===== config.mk =====
export PLATFORM = sky130hd
export DESIGN_NAME = ssd_scan_ctrl_flat
export DESIGN_NICKNAME = d
export VERILOG_FILES = /design/src/rtl/ssd_scan_ctrl_if.sv /design/src/rtl/ssd_scan_ctrl.sv /design/src/flat_wrapper.sv
export SDC_FILE = /design/constraint.sdc
export NUM_CORES = 1
export LEC_CHECK = 0
export ABC_AREA = 0
export BUFFER_PORTS_ARGS = -buffer_cell sky130_fd_sc_hd__buf_4
export CORE_ASPECT_RATIO = 0.9
export CORE_MARGIN = 3
export CORE_UTILIZATION = 60
export DETAILED_ROUTE_END_ITERATION = 16
export GPL_TIMING_DRIVEN = 0
export PLACE_DENSITY = 0.81
export SKIP_CTS_REPAIR_TIMING = 1
export SLEW_MARGIN = 20
export SYNTH_ARGS = -nofsm -noshare
export SYNTH_HDL_FRONTEND = slang
export SYNTH_SLANG_ARGS = --single-unit

===== constraint.sdc =====
create_clock -name CLK -period 5.2 [get_ports CLK]
set_input_delay 1.04 -clock CLK [delete_from_list [all_inputs] [get_ports CLK]]
set_output_delay 1.04 -clock CLK [all_outputs]
set_load 0.05 [all_outputs]

===== src/rtl/ssd_scan_ctrl_if.sv =====
// Bundles the value/handshake inputs and the scanned SSD pin outputs of ssd_scan_ctrl.
// master drives the value and live controls; slave is the display controller side.
interface ssd_scan_ctrl_if #(
    parameter int DIGITS = 4,
    parameter int BIN_W  = 10
);
    logic [BIN_W-1:0]  din;
    logic              load;
    logic              hex_mode;
    logic              blank_lz;
    logic [DIGITS-1:0] dp_in;
    logic              busy;
    logic [DIGITS-1:0] an;
    logic [6:0]        seg;
    logic              dp;

    modport master (
        output din, load, hex_mode, blank_lz, dp_in,
        input  busy, an, seg, dp
    );

    modport slave (
        input  din, load, hex_mode, blank_lz, dp_in,
        output busy, an, seg, dp
    );
endinterface


===== src/rtl/ssd_scan_ctrl.sv =====
// Purpose: binary-to-decimal/hex seven-segment scan controller with blanking, DPs and overflow dashes.
// Latency: decimal load busy BIN_W+1 cycles then commits atomically; hex load commits the same edge.
// Backpressure: load is dropped (not queued) while busy; scan outputs change only on prescaler ticks.
module ssd_scan_ctrl #(
    parameter int DIGITS      = 4,
    parameter int BIN_W       = 10,
    parameter int REFRESH_DIV = 50000
) (
    input logic          CLK,
    input logic          RST_N,
    ssd_scan_ctrl_if.slave bus
);

    localparam int BCD_W  = 4 * DIGITS;
    localparam int CNT_W  = $clog2(BIN_W + 1);
    localparam int PRE_W  = $clog2(REFRESH_DIV);
    localparam int IDX_W  = (DIGITS > 1) ? $clog2(DIGITS) : 1;
    localparam int WIDE_W = (BIN_W > BCD_W) ? BIN_W : BCD_W;

    localparam logic [6:0] SEG_BLANK = 7'h7F;
    localparam logic [6:0] SEG_DASH  = 7'b0111111;

    typedef enum logic [1:0] {
        S_IDLE,
        S_SHIFT,
        S_COMMIT
    } state_t;

    state_t            state_q,    state_d;
    logic [BIN_W-1:0]  shreg_q,    shreg_d;
    logic [BCD_W-1:0]  bcd_q,      bcd_d;
    logic [CNT_W-1:0]  cnt_q,      cnt_d;
    logic              acc_ovf_q,  acc_ovf_d;
    logic              busy_q,     busy_d;
    logic [BCD_W-1:0]  disp_q,     disp_d;
    logic              disp_ovf_q, disp_ovf_d;

    logic [PRE_W-1:0]  presc_q,    presc_d;
    logic [IDX_W-1:0]  idx_q,      idx_d;
    logic [DIGITS-1:0] an_q,       an_d;
    logic [6:0]        seg_q,      seg_d;
    logic              dp_q,       dp_d;

    logic [BCD_W-1:0]  bcd_adj;
    logic [WIDE_W-1:0] din_wide;
    logic              tick;
    logic [3:0]        cur_nib;
    logic              upper_zero;
    logic [6:0]        seg_sel;

    function automatic logic [6:0] seg_decode(input logic [3:0] nib);
        logic [6:0] s;
        case (nib)
            4'h0:    s = 7'b1000000;
            4'h1:    s = 7'b1111001;
            4'h2:    s = 7'b0100100;
            4'h3:    s = 7'b0110000;
            4'h4:    s = 7'b0011001;
            4'h5:    s = 7'b0010010;
            4'h6:    s = 7'b0000010;
            4'h7:    s = 7'b1111000;
            4'h8:    s = 7'b0000000;
            4'h9:    s = 7'b0010000;
            4'hA:    s = 7'b0001000;
            4'hB:    s = 7'b0000011;
            4'hC:    s = 7'b1000110;
            4'hD:    s = 7'b0100001;
            4'hE:    s = 7'b0000110;
            default: s = 7'b0001110;
        endcase
        return s;
    endfunction

    // Conversion FSM: double-dabble runs in bcd_q, display register only moves on commit/hex load
    always_comb begin
        state_d    = state_q;
        shreg_d    = shreg_q;
        bcd_d      = bcd_q;
        cnt_d      = cnt_q;
        acc_ovf_d  = acc_ovf_q;
        busy_d     = busy_q;
        disp_d     = disp_q;
        disp_ovf_d = disp_ovf_q;
        din_wide   = WIDE_W'(bus.din);

        bcd_adj = bcd_q;
        for (int i = 0; i < DIGITS; i++) begin
            if (bcd_q[4*i +: 4] >= 4'd5) begin
                bcd_adj[4*i +: 4] = bcd_q[4*i +: 4] + 4'd3;
            end
        end

        case (state_q)
            S_IDLE: begin
                if (bus.load) begin
                    if (bus.hex_mode) begin
                        disp_d     = din_wide[BCD_W-1:0];
                        disp_ovf_d = |(din_wide >> BCD_W);
                    end else begin
                        shreg_d   = bus.din;
                        bcd_d     = '0;
                        cnt_d     = '0;
                        acc_ovf_d = 1'b0;
                        busy_d    = 1'b1;
                        state_d   = S_SHIFT;
                    end
                end
            end
            S_SHIFT: begin
                // A set top bit after add-3 means the doubled value reaches 10^DIGITS
                bcd_d     = {bcd_adj[BCD_W-2:0], shreg_q[BIN_W-1]};
                shreg_d   = shreg_q << 1;
                acc_ovf_d = acc_ovf_q | bcd_adj[BCD_W-1];
                cnt_d     = cnt_q + CNT_W'(1);
                if (cnt_q == CNT_W'(BIN_W - 1)) begin
                    state_d = S_COMMIT;
                end
            end
            S_COMMIT: begin
                disp_d     = bcd_q;
                disp_ovf_d = acc_ovf_q;
                busy_d     = 1'b0;
                state_d    = S_IDLE;
            end
            default: begin
                state_d = S_IDLE;
                busy_d  = 1'b0;
            end
        endcase
    end

    // Scan: the digit selected by idx_q is latched on the tick edge while idx_q steps on
    always_comb begin
        tick    = (presc_q == PRE_W'(REFRESH_DIV - 1));
        presc_d = tick ? '0 : presc_q + PRE_W'(1);
        idx_d   = idx_q;
        if (tick) begin
            idx_d = (idx_q == IDX_W'(DIGITS - 1)) ? '0 : idx_q + IDX_W'(1);
        end

        cur_nib    = disp_q[{idx_q, 2'b00} +: 4];
        upper_zero = 1'b1;
        for (int j = 0; j < DIGITS; j++) begin
            if ((j >= int'(idx_q)) && (disp_q[4*j +: 4] != 4'd0)) begin
                upper_zero = 1'b0;
            end
        end

        if (disp_ovf_q) begin
            seg_sel = SEG_DASH;
        end else if (bus.blank_lz && (idx_q != '0) && upper_zero) begin
            seg_sel = SEG_BLANK;
        end else begin
            seg_sel = seg_decode(cur_nib);
        end

        an_d  = an_q;
        seg_d = seg_q;
        dp_d  = dp_q;
        if (tick) begin
            an_d  = ~(DIGITS'(1) << idx_q);
            seg_d = seg_sel;
            dp_d  = ~bus.dp_in[idx_q];
        end
    end

    always_ff @(posedge CLK) begin
        if (!RST_N) begin
            state_q    <= S_IDLE;
            shreg_q    <= '0;
            bcd_q      <= '0;
            cnt_q      <= '0;
            acc_ovf_q  <= 1'b0;
            busy_q     <= 1'b0;
            disp_q     <= '0;
            disp_ovf_q <= 1'b0;
            presc_q    <= '0;
            idx_q      <= '0;
            an_q       <= '1;
            seg_q      <= SEG_BLANK;
            dp_q       <= 1'b1;
        end else begin
            state_q    <= state_d;
            shreg_q    <= shreg_d;
            bcd_q      <= bcd_d;
            cnt_q      <= cnt_d;
            acc_ovf_q  <= acc_ovf_d;
            busy_q     <= busy_d;
            disp_q     <= disp_d;
            disp_ovf_q <= disp_ovf_d;
            presc_q    <= presc_d;
            idx_q      <= idx_d;
            an_q       <= an_d;
            seg_q      <= seg_d;
            dp_q       <= dp_d;
        end
    end

    assign bus.busy = busy_q;
    assign bus.an   = an_q;
    assign bus.seg  = seg_q;
    assign bus.dp   = dp_q;

endmodule


===== src/flat_wrapper.sv =====
// flat-port wrapper written by rule: the top's interface ports become plain ports
module ssd_scan_ctrl_flat 
#(
    parameter int DIGITS      = 4,
    parameter int BIN_W       = 10,
    parameter int REFRESH_DIV = 50000
)
  (CLK, RST_N, bus_din, bus_load, bus_hex_mode, bus_blank_lz, bus_dp_in, bus_busy, bus_an, bus_seg, bus_dp);
  ssd_scan_ctrl_if #(.DIGITS(DIGITS), .BIN_W(BIN_W)) bus_i ();
  input logic CLK;
  input logic RST_N;
  input wire logic [$bits(bus_i.din)-1:0] bus_din;
  input wire logic [$bits(bus_i.load)-1:0] bus_load;
  input wire logic [$bits(bus_i.hex_mode)-1:0] bus_hex_mode;
  input wire logic [$bits(bus_i.blank_lz)-1:0] bus_blank_lz;
  input wire logic [$bits(bus_i.dp_in)-1:0] bus_dp_in;
  output wire logic [$bits(bus_i.busy)-1:0] bus_busy;
  output wire logic [$bits(bus_i.an)-1:0] bus_an;
  output wire logic [$bits(bus_i.seg)-1:0] bus_seg;
  output wire logic [$bits(bus_i.dp)-1:0] bus_dp;
  assign bus_i.din = bus_din;
  assign bus_i.load = bus_load;
  assign bus_i.hex_mode = bus_hex_mode;
  assign bus_i.blank_lz = bus_blank_lz;
  assign bus_i.dp_in = bus_dp_in;
  assign bus_busy = bus_i.busy;
  assign bus_an = bus_i.an;
  assign bus_seg = bus_i.seg;
  assign bus_dp = bus_i.dp;
  ssd_scan_ctrl #(.DIGITS(DIGITS), .BIN_W(BIN_W), .REFRESH_DIV(REFRESH_DIV)) u_core (.CLK(CLK), .RST_N(RST_N), .bus(bus_i));
endmodule

Yosys cells after proc, flatten, opt, wreduce, memory -nomap -nowiden
Memories as Yosys holds them, arrays and structs flattened.
Cells that the tools add are included.
- $add $sub $neg: 7
- order comparisons: 8
- equality and inequality tests: 9
- shifts and indexed selects: 2
- mux-type cells: 38
- bitwise logic cells: 5
- reductions and logical operators: 18
- operator list (cell ; number):
    16-bit two-way mux ; 4
    16-bit case mux with 2 select lines ; 2
    4-bit two-way mux ; 6
    10-bit two-way mux ; 2
    10-bit case mux with 2 select lines ; 1
    16-bit by 1-bit adder with 16-bit output (second input constant) ; 1
    4-bit by 2-bit adder with 4-bit output (second input constant) ; 4
    16-bit equality test (second input constant) ; 1
    4-bit by 3-bit greater-or-equal comparator with 1-bit output (second input constant) ; 4
    4-bit nonzero test ; 4
    16-bit by 5-bit indexed part select with 4-bit output ; 1
    7-bit two-way mux ; 2
    3-bit AND reduction ; 4
    1-bit two-way mux ; 11
    2-bit two-way mux ; 4
    4-bit case mux with 2 select lines ; 1
    2-bit != test (second input constant) ; 3
    1-bit case mux with 2 select lines ; 3
    2-bit nonzero test ; 3
    1-bit logical AND ; 5
    4-bit by 1-bit adder with 4-bit output (second input constant) ; 1
    2-bit equality test (second input constant) ; 2
    4-bit equality test (second input constant) ; 1
    1-bit by 2-bit greater-or-equal comparator with 1-bit output (first input constant) ; 2
    13 further kinds ; 15
- register bits after elaboration: 81
- ROM bits: 112
- input port bits: 19
- output and inout bits: 13
- word-level logic and storage cells: 101
- memories kept: 1
- memories (name ; depth ; width ; rd ports ; clocked after Yosys merged registers in ; wr ports ; line ; text):
    (no name shown) ; 16 ; 7 ; 1 ; 0 ; 0 ; ssd_scan_ctrl.sv:53 ; case (nib)

Depth between registers and ports, before layout
- word-level depth: 9
- mapped depth: 8
- depth with buffers taken out: 7

Worst setup path after synthesis
Ideal clock, no wire load.
- path type: input to register
- start: input bus_hex_mode
- end: register u_core.bcd_q[13]
- setup time: 0.128 ns
- arrival time: 1.980 ns
- required time: 5.072 ns
- path slack: 3.092 ns
- stages on the path: 6
- path buffers: 2
- cells stage by stage: nand2b_1 a21o_1 clkbuf_1 buf_2 a22oi_1 nor2_1
- word-level cells in the longest chain between the ends: 2
- ends and longest elaborated chain (item ; line ; text):
    from (decl) ; flat_wrapper.sv:14 ; input wire logic [$bits(bus_i.hex_mode)-1:0] bus_hex_mode;
    2-bit != test (no line) ; - ;
    3-bit AND reduction (no line) ; - ;
    to (signal assigned) ; ssd_scan_ctrl.sv:171 ; bcd_q <= '0;
    to (signal assigned) ; ssd_scan_ctrl.sv:185 ; bcd_q <= bcd_d;
    to (decl) ; ssd_scan_ctrl.sv:31 ; logic [BCD_W-1:0] bcd_q, bcd_d;
Every way passes these cells.
A chain may end at the register's enable or synchronous reset.

Worst setup path after layout
- start: register u_core.idx_q[0]
- end: register u_core.seg_q[3] (netlist: u_core.bus.seg[3])
- word-level cells in the longest chain between the ends: 9
- elaborated cells on any way between the ends: 17
- those cells by class: 3 x order compare; 1 x shift; 6 x mux; 6 x reduce/logical; 1 x memory
- ends and longest elaborated chain (item ; line ; text):
    from (decl) ; ssd_scan_ctrl.sv:39 ; logic [IDX_W-1:0] idx_q, idx_d;
    from (signal assigned) ; ssd_scan_ctrl.sv:192 ; idx_q <= idx_d;
    parallel branches: the longest is 7 deep, another holds memory read 16 x 7 bit ; - ;
    7-bit two-way mux * ; ssd_scan_ctrl.sv:151 ; end else if (bus.blank_lz && (idx_q != '0) && upper_zero) begin
    7-bit two-way mux * ; ssd_scan_ctrl.sv:149 ; if (disp_ovf_q) begin
    to (signal assigned) ; ssd_scan_ctrl.sv:194 ; seg_q <= seg_d;
    to (decl) ; ssd_scan_ctrl.sv:41 ; logic [6:0] seg_q, seg_d;
Mark *: on every way between the ends.

==> flow_metrics.tcl <==
set metrics [dict create \
    status "completed" \
    maxSlewHeadroom_pct 61.5 \
    clk_pin_slew_ns 0.08 \
    rows 27 \
    drt_iter0_markers 246 \
    async_flop_share_pct 0 \
    clk_latency_ns 0.35 \
    dieArea_mm2 0.00775 \
    synth.distinct_cells 53 \
    netlist_instances 464 \
    grt_overflow_total 0 \
    p_per_area_mw_per_mm2 286 \
    layout_min_cycle_time_ns 2.24 \
    syn_nets 505 \
    hold_viol 0 \
    cp_slowest_stage_delay_ns 0.69 \
    worstPathRequired_ns 5.44 \
    synth.ff_latch_count 81 \
    via_count 3493 \
    start_util_pct 63.9 \
    setup_viol 0 \
    multi_input_area_mm2 0.00221 \
    area_delta_synth_final_pct 14.5 \
    totalWireLength_um 9180 \
    setup.reg_to_reg.worst_slack_ns 2.96 \
    grt_usage_pct 24.3 \
    crit_path_cell_trace "buf_6, mux4_1, ha_1, nor2b_2, nor3_1, a31oi_1, o22a_1" \
    drtPass1Iterations 5 \
    crit_arrival_ns 2.48 \
    endpoint_kind "register" \
    fp.coreArea_mm2 0.00632 \
    ioPinCount 32 \
    ys_warn_count 0 \
    nFillCells 472 \
    synth.avg_cell_area_um2 8.70 \
    slowest_stage "mux4_1" \
    grt_pass1_vias 3178 \
    total_power_w 0.00132 \
    max_cap_viol_count 0 \
    rsz0062_at_grt "no" \
    cts-root-buf "clkbuf_8" \
    antenna_found_initial 0 \
    yosysSeqAreaShare_pct 40.1 \
    gp_congestion 0.871 \
    antenna_cells 0 \
    crit_fanout 8 \
    cts_max_path_buffers 2 \
    regArea_mm2 0.00162 \
    drc 0 \
    reg2regPathDepth 7 \
    ir_drop_mv 0.211 \
    synth_edf_count 0 \
    grt_max_degree 14 \
    leakage_nw 1.74 \
    hold_class "reg -> reg" \
    holdPathStages 1 \
    drv_slew 0 \
    cts.sinks 81 \
    post-route-period-util_pct 43.1 \
    wl_per_cell_um 15.3 \
    postRouteAntennaNets 0 \
    tightest_slew_ns 0.577 \
    critPathLaunchType "register" \
    finClkSkew_ns 0.00908 \
    cts_made_buffers 9 \
    critical_path_class "reg -> reg" \
    h-tree-depth 3 \
    viasPerCell 5.84 \
    grt_pass1_wl_um 15000 \
    fp.dieW_um 92.5 \
    synthFlopType "dfxtp_1" \
    hpwlAfterDp_um 6630 \
    syn_area_mm2 0.00404 \
    die_h_um 83.8 \
    fin_setup_tns_ns 0 \
    portBuffers 31 \
    nets 547 \
    drive_above_1_share_pct 15.3 \
    cts_tree "yes" \
    max_freq_ghz 0.447 \
]
-- layout make-up --
type / instances / area share, %
multi-input cells: 337 / 47.9
flip-flops and latches: 81 / 35.1
repair buffers: 31 / 5.03
clock buffers: 10 / 2.98
plain buffers: 27 / 2.87
well taps: 87 / 2.35
clock inverters: 6 / 2.27
inverters: 19 / 1.54
-- path summary, 6_finish.rpt --
path	end	start
worst max-delay path	u_core.bus.seg[3]	u_core.idx_q[0]
worst min-delay path	u_core.presc_q[0]	u_core.presc_q[0]
worst max register to register	u_core.bus.seg[3]	u_core.idx_q[0]
worst min register to register	u_core.presc_q[0]	u_core.presc_q[0]
-- cells in the mapped netlist (3+ instances only) --
master	n	area share, %
a211oi_1	6	1.1
or3_1	5	0.77
nor3_1	8	0.99
o211ai_1	6	1.1
o21ai_0	13	1.6
xor2_1	13	2.8
nand3_1	9	1.1
clkbuf_1	16	1.5
inv_1	18	1.7
nor4_1	6	0.93
xnor2_1	9	2.0
nand4_1	7	1.1
mux2_2	3	0.84
nor2b_1	3	0.46
buf_2	7	0.87
dfxtp_1	81	40
ha_1	22	6.8
nor2_2	3	0.46
a22oi_1	13	2.4
a311oi_1	13	2.8
a2bb2oi_1	3	0.65
a21oi_1	26	3.2
nand2b_1	7	1.1
o22a_1	3	0.65
nand2_1	51	4.7
and3_1	3	0.46
mux4_2	3	1.7
nor2_1	66	6.1
mux2i_1	8	2.0
-- metal layers --
metal / routed length (um) / vias up / global-route usage (%)
met3: 608 / 15 / 4.60
met2: 4260 / 116 / 38.8
met5: 0 / - / 0
met4: 157 / 0 / 9.04
li1: - / 1714 / -
met1: 4150 / 1648 / 32.7
-- cell usage in the layout (no fill, tap or decap), drive strengths merged, types with 4 or more instances in the layout --
cell type / instances
a211oi: 8
a21oi: 27
a22oi: 13
a311oi: 13
buf: 42
clkbuf: 26
dfxtp: 81
ha: 22
inv: 19
mux2i: 8
mux4: 5
nand2: 51
nand2b: 8
nand3: 9
nand4: 7
nor2: 69
nor2b: 4
nor3: 8
nor4: 6
o211ai: 6
o21ai: 13
or3: 6
xnor2: 9
xor2: 13
-- through the flow --
stage	hold WS, ns	instance area, um^2	instances	util [%]	setup slack, ns
2_1_floorplan	0.430	4040	464	-	3.09
3_3_place_gp	0.445	4380	582	69.3	2.77
3_5_place_dp	0.460	4380	582	69.3	2.77
4_1_cts	0.478	4620	598	73.2	2.97
5_1_grt	0.509	4620	598	73.2	2.85
6_report	0.480	4620	598	73.2	2.96
-- flip-flops by register name, indices dropped and copies added, names as in the netlist --
signal	count
u_core.disp_q	16
u_core.presc_q	16
u_core.bus.an	4
u_core.state_q	2
u_core.acc_ovf_q	1
u_core.bus.busy	1
u_core.disp_ovf_q	1
u_core.bus.seg	7
u_core.idx_q	2
u_core.bcd_q	16
u_core.bus.dp	1
u_core.cnt_q	4
u_core.shreg_q	10
-- power breakdown --
| part | switching, W | internal, W | total (W) |
|---|---|---|---|
| logic | 0.0000715 | 0.0000470 | 0.000119 |
| clock network | 0.000227 | 0.000330 | 0.000556 |
| registers | 0.0000129 | 0.000636 | 0.000649 |
-- critical path: cells and delay by family (launching register included) --
family,cells,cell delay (ns)
simple gates,2,0.36
buf+inv,1,0.18
compound gates,2,0.22
mux,1,0.69
flops,1,0.42
fa+ha+maj,1,0.27
-- cell families (layout without fill, tap and decap cells) --
family / count (synthesis) / in the layout / synth area share, %
AOI/OAI and AO/OA: 95 / 95 / 16.2
DFF: 81 / 81 / 40.1
and+or+nand+nor: 182 / 182 / 21.2
buffers and inverters: 46 / 93 / 5.05
xor gates and xnor gates: 22 / 22 / 4.77
muxes: 16 / 16 / 5.79
adders and majority gates: 22 / 22 / 6.82
No activity file was read; power rests on OpenSTA's default activity.
